**src/rtl/i2s_pkg.sv**
```systemverilog
// Shared I2S definitions: sample width, channel encoding and the mute word.
package i2s_pkg;
    localparam int unsigned          SAMPLE_W  = 16;
    localparam logic                 CH_LEFT   = 1'b0;
    localparam logic                 CH_RIGHT  = 1'b1;
    localparam logic [SAMPLE_W-1:0]  MUTE_WORD = '0;
endpackage

```
**src/rtl/sample_fifo_mem.sv**
```systemverilog
// DEPTH x WIDTH sample store with one write port and one registered read port.
// The read register doubles as the feeder's output word and can be cleared to mute.
module sample_fifo_mem
    import i2s_pkg::*;
#(
    parameter int unsigned WIDTH = SAMPLE_W,
    parameter int unsigned DEPTH = 8
) (
    input  logic                     clk,
    input  logic                     reset,
    input  logic                     wr_en,
    input  logic [$clog2(DEPTH)-1:0] wr_addr,
    input  logic [WIDTH-1:0]         wr_data,
    input  logic                     rd_en,
    input  logic                     rd_clr,
    input  logic [$clog2(DEPTH)-1:0] rd_addr,
    output logic [WIDTH-1:0]         rd_data
);
    logic [WIDTH-1:0] mem_q [DEPTH];
    logic [WIDTH-1:0] rd_data_q;
    logic [WIDTH-1:0] rd_data_d;

    // Storage is deliberately not reset.
    always_ff @(posedge clk) begin
        if (wr_en) begin
            mem_q[wr_addr] <= wr_data;
        end
    end

    always_comb begin
        rd_data_d = rd_data_q;
        if (rd_clr) begin
            rd_data_d = WIDTH'(MUTE_WORD);
        end else if (rd_en) begin
            rd_data_d = mem_q[rd_addr];
        end
    end

    always_ff @(posedge clk) begin
        if (reset) begin
            rd_data_q <= '0;
        end else begin
            rd_data_q <= rd_data_d;
        end
    end

    assign rd_data = rd_data_q;
endmodule

```
**src/rtl/i2s_sample_feeder.sv**
```systemverilog
// Sample FIFO between the audio producer and the I2S serializer; every word
// request pops a sample (or a mute word on underrun) and flips the L/R tag.
module i2s_sample_feeder
    import i2s_pkg::*;
#(
    parameter int unsigned WIDTH = SAMPLE_W,
    parameter int unsigned DEPTH = 8
) (
    input  logic                   clk,
    input  logic                   reset,
    input  logic [WIDTH-1:0]       in_data,
    input  logic                   in_valid,
    output logic                   in_ready,
    input  logic                   word_req,
    input  logic                   flush,
    output logic [WIDTH-1:0]       out_data,
    output logic                   out_channel,
    output logic                   underrun,
    output logic [$clog2(DEPTH):0] level
);
    localparam int unsigned AW = $clog2(DEPTH);
    localparam int unsigned CW = AW + 1;

    logic [AW-1:0] wr_ptr_q, wr_ptr_d;
    logic [AW-1:0] rd_ptr_q, rd_ptr_d;
    logic [CW-1:0] count_q, count_d;
    logic          out_channel_q, out_channel_d;
    logic          underrun_q, underrun_d;
    logic          push, pop_req, pop, empty, rd_clr;

    // Readiness depends only on the registered count: no pass-through when full.
    assign in_ready = (count_q != CW'(DEPTH));

    always_comb begin
        empty         = (count_q == '0);
        push          = in_valid && in_ready && !flush;
        pop_req       = word_req && !flush;
        pop           = pop_req && !empty;
        rd_clr        = flush || (pop_req && empty);
        wr_ptr_d      = wr_ptr_q;
        rd_ptr_d      = rd_ptr_q;
        count_d       = count_q;
        out_channel_d = out_channel_q;
        underrun_d    = 1'b0;
        if (flush) begin
            wr_ptr_d      = '0;
            rd_ptr_d      = '0;
            count_d       = '0;
            out_channel_d = CH_RIGHT;
        end else begin
            if (push) begin
                wr_ptr_d = wr_ptr_q + AW'(1);
            end
            if (pop) begin
                rd_ptr_d = rd_ptr_q + AW'(1);
            end
            if (pop_req) begin
                out_channel_d = ~out_channel_q;
                underrun_d    = empty;
            end
            case ({push, pop})
                2'b10:   count_d = count_q + CW'(1);
                2'b01:   count_d = count_q - CW'(1);
                default: count_d = count_q;
            endcase
        end
    end

    // Channel resets to right so the first request after a clear is left.
    always_ff @(posedge clk) begin
        if (reset) begin
            wr_ptr_q      <= '0;
            rd_ptr_q      <= '0;
            count_q       <= '0;
            out_channel_q <= CH_RIGHT;
            underrun_q    <= 1'b0;
        end else begin
            wr_ptr_q      <= wr_ptr_d;
            rd_ptr_q      <= rd_ptr_d;
            count_q       <= count_d;
            out_channel_q <= out_channel_d;
            underrun_q    <= underrun_d;
        end
    end

    sample_fifo_mem #(
        .WIDTH (WIDTH),
        .DEPTH (DEPTH)
    ) u_mem (
        .clk     (clk),
        .reset   (reset),
        .wr_en   (push),
        .wr_addr (wr_ptr_q),
        .wr_data (in_data),
        .rd_en   (pop),
        .rd_clr  (rd_clr),
        .rd_addr (rd_ptr_q),
        .rd_data (out_data)
    );

    assign out_channel = out_channel_q;
    assign underrun    = underrun_q;
    assign level       = count_q;
endmodule

```
**config.mk**
```make
export PLATFORM = sky130hd
export DESIGN_NAME = i2s_sample_feeder
export DESIGN_NICKNAME = d
export VERILOG_FILES = /design/src/rtl/i2s_pkg.sv /design/src/rtl/sample_fifo_mem.sv /design/src/rtl/i2s_sample_feeder.sv
export SDC_FILE = /design/constraint.sdc
export NUM_CORES = 1
export LEC_CHECK = 0
export CORE_MARGIN = 2
export CORE_UTILIZATION = 55
export CTS_CLUSTER_DIAMETER = 150
export CTS_CLUSTER_SIZE = 25
export DETAILED_ROUTE_END_ITERATION = 10
export GPL_ROUTABILITY_DRIVEN = 0
export GPL_TIMING_DRIVEN = 0
export PLACE_DENSITY = 0.81
export SYNTH_ARGS = -nofsm -noshare
export SYNTH_HDL_FRONTEND = slang
export SYNTH_SLANG_ARGS = --single-unit
export TNS_END_PERCENT = 50
```
**constraint.sdc**
```tcl
create_clock -name clk -period 3.63 [get_ports clk]
set_input_delay 0.726 -clock clk [delete_from_list [all_inputs] [get_ports clk]]
set_output_delay 0.726 -clock clk [all_outputs]
set_load 0.005 [all_outputs]
```
Word-level counts from Yosys, hierarchy flattened
Memories as Yosys holds them, arrays and structs flattened. A register that Yosys moved wholly into a read port is not among the register bits.
Index checks and enable logic that the tools add are counted.
{"block": "totals", "reg_bits": 12, "latch_bits": 0, "ram_bits": 128, "rom_bits": 0, "input_bits": 21, "output_inout_bits": 23, "word_cells": 31, "n_memories": 1}
{"block": "classes", "n_addsub": 4, "multipliers": 0, "n_div": 0, "order_cmp": 0, "eq_ne": 3, "n_shift": 0, "mux": 3, "bitwise": 2, "reduce_logical": 13}
{"memory": "u_mem.mem_q", "depth": 8, "word_bits": 16, "read_ports": 1, "rd_clocked_by_memory_dff": 1, "wr": 1, "line_no": "sample_fifo_mem.sv:19", "rtl": "logic [WIDTH-1:0] mem_q [DEPTH];"}
{"op": "case mux 4 bit (2 select lines)", "count": 1}
{"op": "adder 3 x 1 -> 3 bit (second input constant)", "count": 2}
{"op": "logical AND 1 bit", "count": 5}
{"op": "adder 4 x 1 -> 4 bit (second input constant)", "count": 1}
{"op": "zero test 4 bit", "count": 1}
{"op": "!= test 4 bit (second input constant)", "count": 1}
{"op": "OR reduction 2 bit", "count": 2}
{"op": "subtractor 4 x 1 -> 4 bit (second input constant)", "count": 1}
{"op": "OR reduction 3 bit", "count": 1}
{"op": "== test 2 x 1 -> 1 bit (second input constant)", "count": 1}
{"op": "== test 2 bit (second input constant)", "count": 1}
{"op": "zero test 1 bit", "count": 2}
{"op": "2-to-1 mux 1 bit", "count": 2}
{"op": "inverter 1 bit", "count": 2}
{"op": "nonzero test 2 bit", "count": 1}
{"op": "logical OR 1 bit", "count": 1}

Logic depth before layout (Yosys ltp)
Gate-level depths: netlist of run 1.
{"block": "logic_depth", "word_depth": 5, "depth_mapped": 13, "ltp_nobuf": 10}

Cells and area by module
A second synthesis of run 1 with hierarchy kept.
{"block": "hier_totals", "hier_cells": 375, "hier_area_um2": 6125.9}
{"mod": "sample_fifo_mem", "n_inst": 1, "cells_per_inst": 307, "area_per_inst_um2": 5495.3}
{"mod": "i2s_sample_feeder", "n_inst": 1, "cells_per_inst": 68, "area_per_inst_um2": 630.6}

Worst setup path after synthesis of run 1
Ideal clock, no wire load.
{"block": "synth_timing", "path_kind": "register to register", "start": "register count_q[0], in the netlist level[0]", "end": "memory u_mem.mem_q[2][0] in the netlist's numbering (enable)", "setup_time_ps": 436, "arrival_time_ps": 2984, "path_slack_ps": 210, "stages_incl_launch_ff": 7, "n_path_buf": 2, "synth_period_minus_slack_ps": 3420, "path_cell_list": "dfxtp_1 -> or4b_1 -> buf_2 -> nand2_1 -> or2_1 -> clkbuf_2 -> nor4b_1"}
{"block": "synth_via", "elab_chain_len": 5}
{"element": "start: declaration", "line_no": "i2s_sample_feeder.sv:26", "rtl": "logic [CW-1:0] count_q, count_d;"}
{"element": "start signal: assignment", "line_no": "i2s_sample_feeder.sv:80", "rtl": "count_q <= count_d;"}
{"element": "!= test 4 bit", "line_no": "i2s_sample_feeder.sv:32", "rtl": "assign in_ready = (count_q != CW'(DEPTH));"}
{"element": "named net in_ready", "line_no": "i2s_sample_feeder.sv:13", "rtl": "output logic in_ready,"}
{"element": "logical AND 1 bit (2 in series)", "line_no": "i2s_sample_feeder.sv:36", "rtl": "push = in_valid && in_ready && !flush;"}
{"element": "2-to-1 mux 1 bit", "line_no": "sample_fifo_mem.sv:25", "rtl": "if (wr_en) begin"}
{"element": "2-to-1 mux 1 bit (implied by the code)", "line_no": "sample_fifo_mem.sv:26", "rtl": "mem_q[wr_addr] <= wr_data;"}
{"element": "end: declaration", "line_no": "sample_fifo_mem.sv:19"}
The timed path passes the listed nets, and every way through them passes these cells.

Worst setup path in the final report of run 1
{"block": "layout_timing", "start": "register count_q[1], in the netlist level[1]", "end": "register count_q[2], in the netlist level[2]"}
{"block": "layout_via", "elab_chain_len": 5, "word_cells_on_any_way": 12, "classes_between": "add/sub: 2; eq/ne: 3; mux: 1; reduce/logical: 6"}
{"element": "!= test 4 bit / zero test 4 bit (equally long branches)", "line_no": "i2s_sample_feeder.sv:32, i2s_sample_feeder.sv:35"}
{"element": "logical AND 1 bit / zero test 1 bit (equally long branches)", "line_no": "i2s_sample_feeder.sv:36, i2s_sample_feeder.sv:38"}
{"element": "logical AND 1 bit, on equally long branches", "line_no": "i2s_sample_feeder.sv:36, i2s_sample_feeder.sv:38"}
{"element": "== test 2 x 1 -> 1 bit / == test 2 bit (equally long branches)", "line_no": "i2s_sample_feeder.sv:61", "rtl": "case ({push, pop})"}
{"element": "case mux 4 bit (2 select lines) / nonzero test 2 bit (equally long branches)"}
Parallel ways exist; a longest one is shown, timed or not.
A chain may end at the register's enable or synchronous reset.

==> impl_metrics.prom, run 1 <==
# TYPE chip_impl_metric gauge
chip_impl_metric{name="synth_seq_cells",unit=""} 156
chip_impl_metric{name="post_synthesis_cell_count",unit=""} 301
chip_impl_metric{name="routed_wirelength",unit="µm"} 12400
chip_impl_info{name="critPathLaunch",value="level[1]$_SDFFE_PP0P_"} 1
chip_impl_metric{name="setup_viol_count_final",unit=""} 0
chip_impl_info{name="tritoncts_clock_tree",value="yes"} 1
chip_impl_metric{name="synth.cell_area",unit="µm²"} 5990
chip_impl_metric{name="drt_first_iter_violations",unit=""} 290
chip_impl_info{name="hold_path.class",value="reg -> reg"} 1
chip_impl_metric{name="yosys.cell_types.count",unit=""} 36
chip_impl_metric{name="tritoncts_num_sinks",unit=""} 156
chip_impl_metric{name="maxCapViolCount",unit=""} 0
chip_impl_info{name="rsz0062_at_grt",value="false"} 1
chip_impl_metric{name="timing_worst_slew_pin_value",unit="ns"} 0.913
chip_impl_metric{name="synth_adder_area_share",unit=""} 0.0104
chip_impl_metric{name="timing.critical_path.slowest_cell_delay",unit="ns"} 0.47
chip_impl_info{name="crit_slowest_cell",value="sky130_fd_sc_hd__or4b_1"} 1
chip_impl_metric{name="pin_count_of_the_biggest_net_entering_global_routing",unit=""} 17
chip_impl_metric{name="fin_nets",unit=""} 402
chip_impl_metric{name="top_level_ports",unit=""} 44
chip_impl_metric{name="hold_viol",unit=""} 0
chip_impl_metric{name="max_clock_freq",unit="MHz"} 333
chip_impl_info{name="hold_end",value="u_mem.rd_data[4]$_SDFFE_PP0P_"} 1
chip_impl_metric{name="grt_remaining_overflow",unit=""} 0
chip_impl_metric{name="final-seq-area",unit="µm²"} 4400
chip_impl_metric{name="postCtsSetupRepairBufs",unit=""} 0
chip_impl_info{name="synthTopCellsByArea",value="sky130_fd_sc_hd__edfxtp_1 (64%), sky130_fd_sc_hd__dfxtp_1 (9.4%), sky130_fd_sc_hd__mux4_2 (8.3%), sky130_fd_sc_hd__mux4_1 (4.4%), sky130_fd_sc_hd__a221o_1 (2.7%)"} 1
chip_impl_metric{name="dieArea",unit="µm²"} 11700
chip_impl_info{name="synth_top_family_by_area",value="multiplexers"} 1
chip_impl_metric{name="post_synth_xor_area_fraction",unit=""} 0.0117
chip_impl_metric{name="synth_top_area_frac",unit=""} 0.642
chip_impl_metric{name="layout_min_cycle_time",unit="ns"} 3.00
chip_impl_metric{name="syn_to_final_growth",unit="%"} 23.0
chip_impl_metric{name="antenna_found_initial",unit=""} 0
chip_impl_metric{name="core.rowCount",unit=""} 38
chip_impl_metric{name="timing.final.crit_share",unit=""} 0.826
chip_impl_info{name="worst_r2r_startpoint",value="level[1]$_SDFFE_PP0P_"} 1
chip_impl_metric{name="power_per_cell_area",unit="nW/µm²"} 525
chip_impl_metric{name="required",unit="ns"} 4.08
chip_impl_metric{name="first_pass_grt_wire_length",unit="µm"} 18900
chip_impl_metric{name="die-height",unit="µm"} 108
chip_impl_metric{name="ys.warnings.count",unit=""} 0
chip_impl_metric{name="worst_clock_skew",unit="ns"} 0.00759
chip_impl_metric{name="irDropWorstVdd",unit="mV"} 0.248
chip_impl_info{name="synthDominantAreaCellType",value="sky130_fd_sc_hd__edfxtp_1"} 1
chip_impl_metric{name="finalCoreUtilization",unit=""} 0.686
chip_impl_info{name="crit_path_cell_trace",value="buf_2 > or4b_1 > buf_2 > nand2_1 > or2_1 > clkbuf_2 > ha_1 > xor2_1 > ha_1 > a21oi_1 > xor2_1 > or3_2 > a21oi_1"} 1
chip_impl_metric{name="drt.antenna.violating_nets",unit=""} 0
chip_impl_metric{name="r2r_slack",unit="ns"} 0.63
chip_impl_metric{name="critPathMaxFanout",unit=""} 9
chip_impl_metric{name="drc",unit=""} 0
chip_impl_metric{name="grt_pass1_vias",unit=""} 3369
chip_impl_metric{name="relSlewSlack",unit=""} 0.388
chip_impl_info{name="reg2reg_to",value="level[2]$_SDFFE_PP0P_"} 1
chip_impl_metric{name="track_usage",unit=""} 0.230
chip_impl_info{name="critical-path-top-delay-family",value="simple AND/OR/NAND/NOR gates"} 1
chip_impl_metric{name="ctsLongestPathBuffers",unit=""} 2
chip_impl_metric{name="total_number_of_vias",unit=""} 3218
chip_impl_metric{name="drive_gt1_frac",unit=""} 0.247
chip_impl_metric{name="power",unit="W"} 0.00387
chip_impl_metric{name="seq_area_frac_synth",unit=""} 0.735
chip_impl_metric{name="design.core.area",unit="µm²"} 10700
chip_impl_metric{name="io_buffer_count",unit=""} 43
chip_impl_metric{name="multi_input_comb_area",unit="µm²"} 1530
chip_impl_metric{name="cts-hold-fix-buffers",unit=""} 0
chip_impl_metric{name="synth_compound_area_frac",unit=""} 0.0363
chip_impl_info{name="clk_root_buffer_cell",value="sky130_fd_sc_hd__clkbuf_8"} 1
chip_impl_metric{name="detail_route.vias_per_cell",unit=""} 6.08
chip_impl_info{name="status",value="finished, final reports clean"} 1
chip_impl_metric{name="clk_pin_slew",unit="ns"} 0.07
chip_impl_metric{name="holdPathStages",unit=""} 1
chip_impl_info{name="hold_path_startpoint",value="u_mem.rd_data[4]$_SDFFE_PP0P_"} 1
chip_impl_metric{name="cts_repair_resize_count",unit=""} 0
chip_impl_metric{name="h-tree-depth",unit=""} 4
chip_impl_metric{name="drtPass1Iterations",unit=""} 5
chip_impl_metric{name="floorplan.initialDensity",unit=""} 0.557
chip_impl_metric{name="cp_num_buf_inv",unit=""} 3
chip_impl_metric{name="antennaDiodeCount",unit=""} 0
chip_impl_metric{name="avgSynthCellArea",unit="µm²"} 19.9
chip_impl_metric{name="fillers",unit=""} 690
chip_impl_info{name="class_of_the_most_critical_setup_path",value="reg -> reg"} 1
chip_impl_metric{name="critical_path_arrival",unit="ns"} 3.45
chip_impl_metric{name="clkLatencyLatePin",unit="ns"} 0.52
chip_impl_info{name="worstSetupEndpointType",value="register"} 1
chip_impl_metric{name="cellLeakagePower",unit="nW"} 2.49
chip_impl_metric{name="net_count_of_the_mapped_netlist",unit=""} 327
chip_impl_metric{name="synth.area.mux_share",unit=""} 0.133
chip_impl_info{name="cp-start-kind",value="register"} 1
chip_impl_metric{name="routed_wire_length_per_instance",unit="µm"} 23.5
chip_impl_metric{name="number_of_cells_on_the_worst_reg_to_reg_path",unit=""} 13
chip_impl_metric{name="timing_max_transition_violations_final",unit=""} 0
chip_impl_metric{name="cts-buffers-inserted",unit=""} 17
chip_impl_metric{name="die_w",unit="µm"} 108
chip_impl_metric{name="simple_gate_fraction_of_synth_area",unit=""} 0.0560
chip_impl_metric{name="place_hpwl",unit="µm"} 7660
-- synth_stat cells (all sizes together) --
library cell and number:
nor3 3, nand4b 2, o41ai 1, mux4 32
nor3b 2, edfxtp 128, or4b 1, and3 17
or2 2, nand3 1, a21oi 4, o21ai 2
nor4bb 2, inv 1, nor4b 2, or3 2
nor4 2, a221o 16, xnor2 2, mux2i 4
ha 5, nor2 13, nand3b 1, clkbuf 6
buf 11, nand2 5, xor2 6, dfxtp 28
-- registers in the layout, summed over array words and instances, names as in the netlist --
register,count
level,4
rd_ptr_q,3
u_mem.rd_data,16
u_mem.mem_q,128
out_channel,1
wr_ptr_q,3
underrun,1
-- per-stage QoR --
stage	hold slack, ns	TNS (ns)	instance area [µm²]	instances	worst slack (ns)
CTS	0.493	0	7370	529	0.622
finish	0.488	0	7370	529	0.631
floorplan	0.482	0	5990	301	0.210
detailed placement	0.475	0	6760	497	0.357
global route	0.515	0	7370	529	0.425
global placement	0.469	-124.46	6600	484	-1.94
-- cell type report --
type	instances	area share
buffer	17	0.0132
sequential	156	0.598
tap	140	0.0238
timing repair buffer	56	0.0757
clock buffer	21	0.0610
multi-input combinational	127	0.207
clock inverter	11	0.0211
inverter	1	0.000509
-- how the worst max path moves through the flow --
stage	cells past startpoint	end	slack, ns
6_report	13	level[2]$_SDFFE_PP0P_	0.63
3_5_place_dp	11	level[2]$_SDFFE_PP0P_	0.36
3_3_place_gp	5	u_mem.mem_q[2][14]$_DFFE_PP_	-1.94
2_1_floorplan	6	u_mem.mem_q[2][0]$_DFFE_PP_	0.21
5_1_grt	13	level[2]$_SDFFE_PP0P_	0.42
4_1_cts	13	level[2]$_SDFFE_PP0P_	0.62
-- routing by layer --
layer  part of all wire  GRT usage
met1               0.42      0.309
met2               0.49      0.365
met3              0.058     0.0464
met4              0.035      0.115
met5                  0          0
-- layout by cell type, fill, tap and decap left out, types with 4 or more instances in the layout --
master                              n
sky130_fd_sc_hd__and3_2             6
sky130_fd_sc_hd__buf_4              5
sky130_fd_sc_hd__inv_6              5
sky130_fd_sc_hd__clkbuf_16         16
sky130_fd_sc_hd__xor2_1             6
sky130_fd_sc_hd__ha_1               5
sky130_fd_sc_hd__buf_2              8
sky130_fd_sc_hd__a21oi_1            4
sky130_fd_sc_hd__buf_6             11
sky130_fd_sc_hd__nand2_1            5
sky130_fd_sc_hd__mux4_2            22
sky130_fd_sc_hd__mux2i_1            4
sky130_fd_sc_hd__a221o_1           16
sky130_fd_sc_hd__and3_1            11
sky130_fd_sc_hd__clkdlybuf4s50_1   43
sky130_fd_sc_hd__edfxtp_1         128
sky130_fd_sc_hd__nor2_1            11
sky130_fd_sc_hd__dfxtp_1           28
sky130_fd_sc_hd__clkbuf_1           7
sky130_fd_sc_hd__mux4_1            10
-- kinds of logic after synthesis --
family          count (synthesis)
buf+inv                        18
compound gates                 23
fa+ha+maj                       5
mux                            36
xor+xnor                        8
flops                         156
simple gates                   55
-- report_power, final --
part           switching, W  internal (W)  total, W
combinational     0.0000542     0.0000503  0.000104
clock              0.000712       0.00110   0.00181
sequential       0.00000828       0.00195   0.00196
Power figures use the tool's default switching activity.
==> run 2: changes to the inputs <==
CORE_UTILIZATION = 52   (was 55)
PLACE_DENSITY = 0.8   (was 0.81)
clock period = 2.65 ns   (was 3.63 ns; I/O delays follow)
==> run 2 against run 1 <==
Against the previous run:
- critical endpoint unchanged
- global-route usage decreased by 2.2 points
- clock skew decreased by 0.0010 ns
- register-to-register slack got worse by 0.51 ns
- clock-buffer cell count unchanged
- first-iteration DRC count increased by 5.2%
- sequential share of layout area decreased by 0.92 points
- largest cell class unchanged
==> impl_metrics.prom, run 2 (synthesized netlist as in run 1, its figures left out) <==
# TYPE chip_impl_metric gauge
chip_impl_metric{name="dieArea",unit="µm²"} 12400
chip_impl_metric{name="detail_route.vias_per_cell",unit=""} 6.02
chip_impl_metric{name="power_per_cell_area",unit="nW/µm²"} 706
chip_impl_metric{name="tritoncts_num_sinks",unit=""} 156
chip_impl_info{name="hold_path_startpoint",value="u_mem.rd_data[5]$_SDFFE_PP0P_"} 1
chip_impl_metric{name="drt.antenna.violating_nets",unit=""} 0
chip_impl_metric{name="required",unit="ns"} 3.00
chip_impl_metric{name="max_clock_freq",unit="MHz"} 396
chip_impl_metric{name="syn_to_final_growth",unit="%"} 25.3
chip_impl_metric{name="maxCapViolCount",unit=""} 0
chip_impl_metric{name="fillers",unit=""} 752
chip_impl_metric{name="pin_count_of_the_biggest_net_entering_global_routing",unit=""} 17
chip_impl_info{name="worst_r2r_startpoint",value="level[0]$_SDFFE_PP0P_"} 1
chip_impl_metric{name="cts-hold-fix-buffers",unit=""} 0
chip_impl_metric{name="hold_viol",unit=""} 0
chip_impl_metric{name="drc",unit=""} 0
chip_impl_metric{name="top_level_ports",unit=""} 44
chip_impl_metric{name="routed_wirelength",unit="µm"} 12300
chip_impl_metric{name="routed_wire_length_per_instance",unit="µm"} 23.1
chip_impl_metric{name="pre_cts_ws",unit="ns"} -0.466
chip_impl_metric{name="io_buffer_count",unit=""} 43
chip_impl_info{name="commonest_cells_after_routing_fill_and_taps_aside",value="sky130_fd_sc_hd__edfxtp_1 (128), sky130_fd_sc_hd__clkdlybuf4s50_1 (42), sky130_fd_sc_hd__dfxtp_1 (24)"} 1
chip_impl_info{name="reg2reg_to",value="level[2]$_SDFFE_PP0P_"} 1
chip_impl_info{name="routed.top_layer",value="met4"} 1
chip_impl_info{name="mostFrequentLayoutCell",value="sky130_fd_sc_hd__edfxtp_1"} 1
chip_impl_metric{name="grt_remaining_overflow",unit=""} 0
chip_impl_metric{name="die_w",unit="µm"} 111
chip_impl_metric{name="antennaDiodeCount",unit=""} 0
chip_impl_metric{name="h-tree-depth",unit=""} 4
chip_impl_metric{name="timing_max_transition_violations_final",unit=""} 0
chip_impl_metric{name="drtPass1Iterations",unit=""} 6
chip_impl_info{name="class_of_the_most_critical_setup_path",value="reg -> reg"} 1
chip_impl_metric{name="relSlewSlack",unit=""} 0.348
chip_impl_metric{name="critPathMaxFanout",unit=""} 5
chip_impl_info{name="worstSetupEndpointType",value="register"} 1
chip_impl_metric{name="r2r_slack",unit="ns"} 0.12
chip_impl_metric{name="worst_clock_skew",unit="ns"} 0.00654
chip_impl_metric{name="hold_ws",unit="ns"} 0.489
chip_impl_metric{name="grt_pass1_vias",unit=""} 3267
chip_impl_info{name="registers.top_by_ff_count",value="u_mem.mem_q"} 1
chip_impl_metric{name="cellLeakagePower",unit="nW"} 2.52
chip_impl_metric{name="design.core.area",unit="µm²"} 11300
chip_impl_metric{name="first_pass_grt_wire_length",unit="µm"} 19000
chip_impl_metric{name="track_usage",unit=""} 0.208
chip_impl_info{name="rsz0062_at_grt",value="false"} 1
chip_impl_metric{name="ctsLongestPathBuffers",unit=""} 2
chip_impl_metric{name="total_number_of_vias",unit=""} 3223
chip_impl_metric{name="cts-buffers-inserted",unit=""} 17
chip_impl_metric{name="finalWorstSetupSlack",unit="ns"} 0.124
chip_impl_metric{name="holdPathStages",unit=""} 1
chip_impl_info{name="clk_root_buffer_cell",value="sky130_fd_sc_hd__clkbuf_16"} 1
chip_impl_metric{name="critical_path_arrival",unit="ns"} 2.88
chip_impl_info{name="status",value="finished, final reports clean"} 1
chip_impl_metric{name="layout_min_cycle_time",unit="ns"} 2.53
chip_impl_info{name="cp-start-kind",value="register"} 1
chip_impl_metric{name="drive_gt1_frac",unit=""} 0.278
chip_impl_metric{name="setup_viol_count_final",unit=""} 0
chip_impl_info{name="hold_path.class",value="reg -> reg"} 1
chip_impl_metric{name="routed_length_on_met3",unit="µm"} 716
chip_impl_info{name="hold_end",value="u_mem.rd_data[5]$_SDFFE_PP0P_"} 1
chip_impl_metric{name="number_of_flip_flops_in_the_largest_register",unit=""} 128
chip_impl_metric{name="core.rowCount",unit=""} 39
chip_impl_metric{name="timing.final.crit_share",unit=""} 0.953
chip_impl_metric{name="antenna_found_initial",unit=""} 0
chip_impl_metric{name="drt_first_iter_violations",unit=""} 305
chip_impl_metric{name="dr_wl_met2",unit="µm"} 6160
chip_impl_info{name="tritoncts_clock_tree",value="yes"} 1
chip_impl_metric{name="die-height",unit="µm"} 111
chip_impl_metric{name="fin_nets",unit=""} 405
chip_impl_metric{name="power",unit="W"} 0.00530
chip_impl_metric{name="clk_pin_slew",unit="ns"} 0.06
chip_impl_metric{name="clkLatencyLatePin",unit="ns"} 0.42
chip_impl_metric{name="floorplan.initialDensity",unit=""} 0.529
chip_impl_metric{name="place_hpwl",unit="µm"} 7610
chip_impl_metric{name="number_of_cells_on_the_worst_reg_to_reg_path",unit=""} 11
chip_impl_metric{name="timing_worst_slew_pin_value",unit="ns"} 0.974
chip_impl_metric{name="route.layer.met1.wl",unit="µm"} 5240
chip_impl_metric{name="irDropWorstVdd",unit="mV"} 0.557
run 2: changes by cell type in the layout (fill, tap and decap cells not counted), sizes merged:
cell and change:
buf +3, clkdlybuf4s50 -1, clkinv +1, clkinvlp +4, dlymetal6s2s +1, inv -5
run 2: per-layer routing:
layer | track usage | up-vias
li1 | - | 1414
met1 | 0.282 | 1646
met2 | 0.335 | 142
met3 | 0.0470 | 21
met4 | 0.0831 | 0
met5 | 0 | -
run 2: how the worst max path moves through the flow:
| stage | from | to | slack [ns] | cells after the start |
|---|---|---|---|---|
| detailed placement | in_valid | level[2]$_SDFFE_PP0P_ | -0.47 | 11 |
| global placement | in_valid | u_mem.mem_q[0][3]$_DFFE_PP_ | -2.35 | 5 |
| global route | level[0]$_SDFFE_PP0P_ | level[2]$_SDFFE_PP0P_ | 0.04 | 11 |
| CTS | level[2]$_SDFFE_PP0P_ | level[2]$_SDFFE_PP0P_ | 0.004 | 12 |
| finish | level[0]$_SDFFE_PP0P_ | level[2]$_SDFFE_PP0P_ | 0.12 | 11 |
| floorplan | level[0]$_SDFFE_PP0P_ | u_mem.mem_q[0][0]$_DFFE_PP_ | -0.56 | 6 |
run 2: where the power goes:
group	switching [W]	leakage [nW]	internal, W	total, W
Sequential	0.0000116	1.39	0.00267	0.00268
Clock	0.000935	0.281	0.00152	0.00246
Combinational	0.0000813	0.855	0.0000776	0.000159
Total	0.00103	2.52	0.00427	0.00530
run 2: metrics by stage:
step,instance area [µm²],setup TNS (ns),std cells,util
2_1_floorplan,6000,-11.40,301,-
3_3_place_gp,6610,-168.79,487,0.584
3_5_place_dp,6760,-15.20,496,0.597
4_1_cts,7450,0,533,0.658
5_1_grt,7500,0,535,0.663
6_report,7500,0,535,0.663
run 2: repair_timing:
action	in CTS	in global routing
setup buffers	6	3
gates cloned	0	0
endpoints found under the setup margin	19	38
gates resized for setup	14	9
pin swaps	0	5
run 2: worst max-delay path, cell delays in order (launching register included):
cell                       delay [ns]
sky130_fd_sc_hd__dfxtp_4         0.36
sky130_fd_sc_hd__or4b_4          0.59
sky130_fd_sc_hd__nand2_4         0.10
sky130_fd_sc_hd__or2_1           0.11
sky130_fd_sc_hd__clkbuf_8        0.13
sky130_fd_sc_hd__ha_4            0.14
sky130_fd_sc_hd__xor2_1          0.17
sky130_fd_sc_hd__ha_2            0.20
sky130_fd_sc_hd__a21oi_2         0.04
sky130_fd_sc_hd__xor2_1          0.16
sky130_fd_sc_hd__or3_4           0.34
sky130_fd_sc_hd__a21oi_2         0.13
run 2: final cells by class:
type	instances	area (µm²)	area share
plain buffers	15	96.3	0.0128
clock buffers	21	460	0.0614
clock inverters	11	143	0.0190
inverters	1	3.75	0.000500
multi-input cells	127	1600	0.213
flip-flops and latches	156	4420	0.589
well taps	143	179	0.0238
repair buffers	61	611	0.0814
==> run 3: changes to the inputs <==
CORE_ASPECT_RATIO = 0.5   (was unset)
SLEW_MARGIN = 0   (was unset)
==> run 3 against run 2 <==
Against the previous run:
- die area is 0.42% higher
- sequential power about the same
- via count grew 3.6%
- non-clock buffer count up 1
- combinational power down 3%
- final area shrank 1.0%
- critical endpoint unchanged
- critical path depth rose by 1
- largest cell class unchanged
==> impl_metrics.prom, run 3 (synthesized netlist as in run 1, its figures left out) <==
# TYPE chip_impl_metric gauge
chip_impl_info{name="hold_end",value="u_mem.rd_data[9]$_SDFFE_PP0P_"} 1
chip_impl_metric{name="drt.antenna.violating_nets",unit=""} 0
chip_impl_metric{name="die_w",unit="µm"} 156
chip_impl_metric{name="required",unit="ns"} 3.00
chip_impl_metric{name="number_of_flip_flops_in_the_largest_register",unit=""} 128
chip_impl_metric{name="critical_path_arrival",unit="ns"} 2.91
chip_impl_metric{name="max_clock_freq",unit="MHz"} 389
chip_impl_info{name="crit_path_cell_trace",value="or4b_4 > buf_6 > nand2_2 > or2_1 > clkbuf_8 > ha_4 > xor2_2 > ha_2 > a21oi_1 > xor2_1 > or3_4 > a21oi_2"} 1
chip_impl_metric{name="power_per_cell_area",unit="nW/µm²"} 688
chip_impl_metric{name="route.layer.met1.wl",unit="µm"} 4970
chip_impl_metric{name="critical_path_depth",unit=""} 12
chip_impl_metric{name="power.switching_fraction",unit=""} 0.221
chip_impl_metric{name="core.rowCount",unit=""} 27
chip_impl_metric{name="timing_max_transition_violations_final",unit=""} 0
chip_impl_metric{name="power_report.internal_total",unit="W"} 0.00398
chip_impl_metric{name="r2r_slack",unit="ns"} 0.08
chip_impl_metric{name="routed_wire_length_per_instance",unit="µm"} 23.0
chip_impl_metric{name="grt_remaining_overflow",unit=""} 0
chip_impl_metric{name="total_number_of_vias",unit=""} 3340
chip_impl_metric{name="antenna_found_initial",unit=""} 0
chip_impl_info{name="reg2reg_to",value="level[2]$_SDFFE_PP0P_"} 1
chip_impl_metric{name="irDropWorstVdd",unit="mV"} 0.556
chip_impl_info{name="tritoncts_clock_tree",value="yes"} 1
chip_impl_metric{name="floorplan.initialDensity",unit=""} 0.539
chip_impl_metric{name="comb_power_share",unit=""} 0.030
chip_impl_info{name="worst_r2r_startpoint",value="level[2]$_SDFFE_PP0P_"} 1
chip_impl_info{name="hold_path.class",value="reg -> reg"} 1
chip_impl_metric{name="fillers",unit=""} 663
chip_impl_metric{name="sequentialPowerShare",unit=""} 0.524
chip_impl_metric{name="place_hpwl",unit="µm"} 7670
chip_impl_metric{name="design.core.area",unit="µm²"} 11100
chip_impl_metric{name="pre_cts_ws",unit="ns"} -0.503
chip_impl_info{name="commonest_cells_after_routing_fill_and_taps_aside",value="sky130_fd_sc_hd__edfxtp_1 (128), sky130_fd_sc_hd__clkdlybuf4s50_1 (43), sky130_fd_sc_hd__dfxtp_1 (24)"} 1
chip_impl_metric{name="power",unit="W"} 0.00511
chip_impl_metric{name="clk_pin_slew",unit="ns"} 0.07
chip_impl_metric{name="drtPass1Iterations",unit=""} 7
chip_impl_metric{name="detail_route.vias_per_cell",unit=""} 6.21
chip_impl_metric{name="timing.final.crit_share",unit=""} 0.969
chip_impl_metric{name="track_usage",unit=""} 0.212
chip_impl_metric{name="h-tree-depth",unit=""} 4
chip_impl_metric{name="routed_wirelength",unit="µm"} 12400
chip_impl_metric{name="finalWorstSetupSlack",unit="ns"} 0.0820
chip_impl_info{name="cp-start-kind",value="register"} 1
chip_impl_info{name="critPathLaunch",value="level[2]$_SDFFE_PP0P_"} 1
chip_impl_metric{name="power.clock.fraction",unit=""} 0.445
chip_impl_metric{name="first_pass_grt_wire_length",unit="µm"} 18900
chip_impl_metric{name="timing_worst_slew_pin_value",unit="ns"} 1.04
chip_impl_metric{name="multi_input_comb_area",unit="µm²"} 1580
chip_impl_metric{name="layout_min_cycle_time",unit="ns"} 2.57
chip_impl_metric{name="final-seq-area",unit="µm²"} 4420
chip_impl_metric{name="setup_viol_count_final",unit=""} 0
chip_impl_info{name="class_of_the_most_critical_setup_path",value="reg -> reg"} 1
chip_impl_metric{name="fin_tns_setup",unit="ns"} 0
chip_impl_metric{name="cts-buffers-inserted",unit=""} 17
chip_impl_metric{name="p_switching",unit="W"} 0.00113
chip_impl_metric{name="maxCapViolCount",unit=""} 0
chip_impl_info{name="crit_slowest_cell",value="sky130_fd_sc_hd__or4b_4"} 1
chip_impl_metric{name="pin_count_of_the_biggest_net_entering_global_routing",unit=""} 17
chip_impl_metric{name="grt_pass1_vias",unit=""} 3393
chip_impl_metric{name="holdPathStages",unit=""} 1
chip_impl_metric{name="number_of_cells_on_the_worst_reg_to_reg_path",unit=""} 12
chip_impl_metric{name="relSlewSlack",unit=""} 0.308
chip_impl_metric{name="cp_num_buf_inv",unit=""} 2
chip_impl_metric{name="top_level_ports",unit=""} 44
chip_impl_metric{name="dr_wl_met2",unit="µm"} 6120
chip_impl_metric{name="clkLatencyLatePin",unit="ns"} 0.42
chip_impl_metric{name="drt_first_iter_violations",unit=""} 248
chip_impl_metric{name="cts-hold-fix-buffers",unit=""} 0
chip_impl_info{name="critical-path-top-delay-family",value="simple AND/OR/NAND/NOR gates"} 1
chip_impl_info{name="hold_path_startpoint",value="u_mem.rd_data[9]$_SDFFE_PP0P_"} 1
chip_impl_metric{name="antennaDiodeCount",unit=""} 0
chip_impl_metric{name="io_buffer_count",unit=""} 43
chip_impl_metric{name="die-height",unit="µm"} 79.9
chip_impl_metric{name="tritoncts_num_sinks",unit=""} 156
chip_impl_metric{name="drc",unit=""} 0
chip_impl_info{name="registers.top_by_ff_count",value="u_mem.mem_q"} 1
chip_impl_metric{name="fin_nets",unit=""} 406
chip_impl_info{name="routed.top_layer",value="met4"} 1
chip_impl_metric{name="dieArea",unit="µm²"} 12400
chip_impl_metric{name="timing.critical_path.slowest_cell_delay",unit="ns"} 0.55
chip_impl_metric{name="ctsLongestPathBuffers",unit=""} 2
chip_impl_info{name="status",value="finished, final reports clean"} 1
chip_impl_metric{name="worst_clock_skew",unit="ns"} 0.0106
chip_impl_metric{name="hold_viol",unit=""} 0
chip_impl_metric{name="syn_to_final_growth",unit="%"} 24.0
chip_impl_metric{name="drive_gt1_frac",unit=""} 0.282
chip_impl_info{name="mostFrequentLayoutCell",value="sky130_fd_sc_hd__edfxtp_1"} 1
chip_impl_metric{name="critPathMaxFanout",unit=""} 5
chip_impl_metric{name="cellLeakagePower",unit="nW"} 2.50
chip_impl_metric{name="routed_length_on_met3",unit="µm"} 1070
chip_impl_info{name="worstSetupEndpointType",value="register"} 1
chip_impl_info{name="clk_root_buffer_cell",value="sky130_fd_sc_hd__clkbuf_16"} 1
run 3: layer usage:
layer | global-route usage | vias up
met5 | 0 | -
met4 | 0.0945 | 0
met3 | 0.0521 | 21
met2 | 0.342 | 191
met1 | 0.278 | 1719
li1 | - | 1409
run 3: final cells by class:
type                    instances  area share
well taps                     145      0.0244
clock buffers                  18      0.0578
repair buffers                 61      0.0792
clock inverters                14      0.0167
inverters                       1    0.000505
flip-flops and latches        156       0.594
multi-input cells             127       0.213
plain buffers                  16      0.0145
run 3: worst max path at each step:
stage	to
floorplan	u_mem.mem_q[0][0]$_DFFE_PP_
global placement	u_mem.mem_q[0][2]$_DFFE_PP_
detailed placement	level[2]$_SDFFE_PP0P_
CTS	u_mem.mem_q[2][13]$_DFFE_PP_
global route	level[2]$_SDFFE_PP0P_
finish	level[2]$_SDFFE_PP0P_
run 3: worst register-to-register path, delay by kind of cell, from the launching register on:
| kind | cells | cell delay (ns) |
|---|---|---|
| xor gates and xnor gates | 2 | 0.30 |
| AOI/OAI and AO/OA | 2 | 0.16 |
| buffers and inverters | 2 | 0.28 |
| and+or+nand+nor | 4 | 1.09 |
| adders and majority gates | 2 | 0.32 |
| DFF | 1 | 0.35 |
run 3: metrics by stage:
step	std cells	hold slack, ns	utilization	instance area, µm²
finish	538	0.489	0.668	7430
global route	538	0.508	0.668	7430
CTS	535	0.490	0.666	7400
detailed placement	497	0.474	0.607	6740
global placement	489	0.476	0.595	6610
floorplan	301	0.482	-	6000
run 3: power groups by stage:
| stage | logic (W) | clock network [W] | registers (W) |
|---|---|---|---|
| floorplan | 0.0000569 | 0 | 0.00273 |
| global placement | 0.000129 | 0 | 0.00273 |
| detailed placement | 0.000142 | 0 | 0.00273 |
| CTS | 0.000152 | 0.00229 | 0.00268 |
| global route | 0.000166 | 0.00239 | 0.00268 |
| finish | 0.000155 | 0.00228 | 0.00268 |
run 3: what timing repair did:
item,in CTS,in global routing
setup buffers,7,3
endpoints found under the setup margin,11,28
gates resized for setup,17,2
pin swaps,3,1
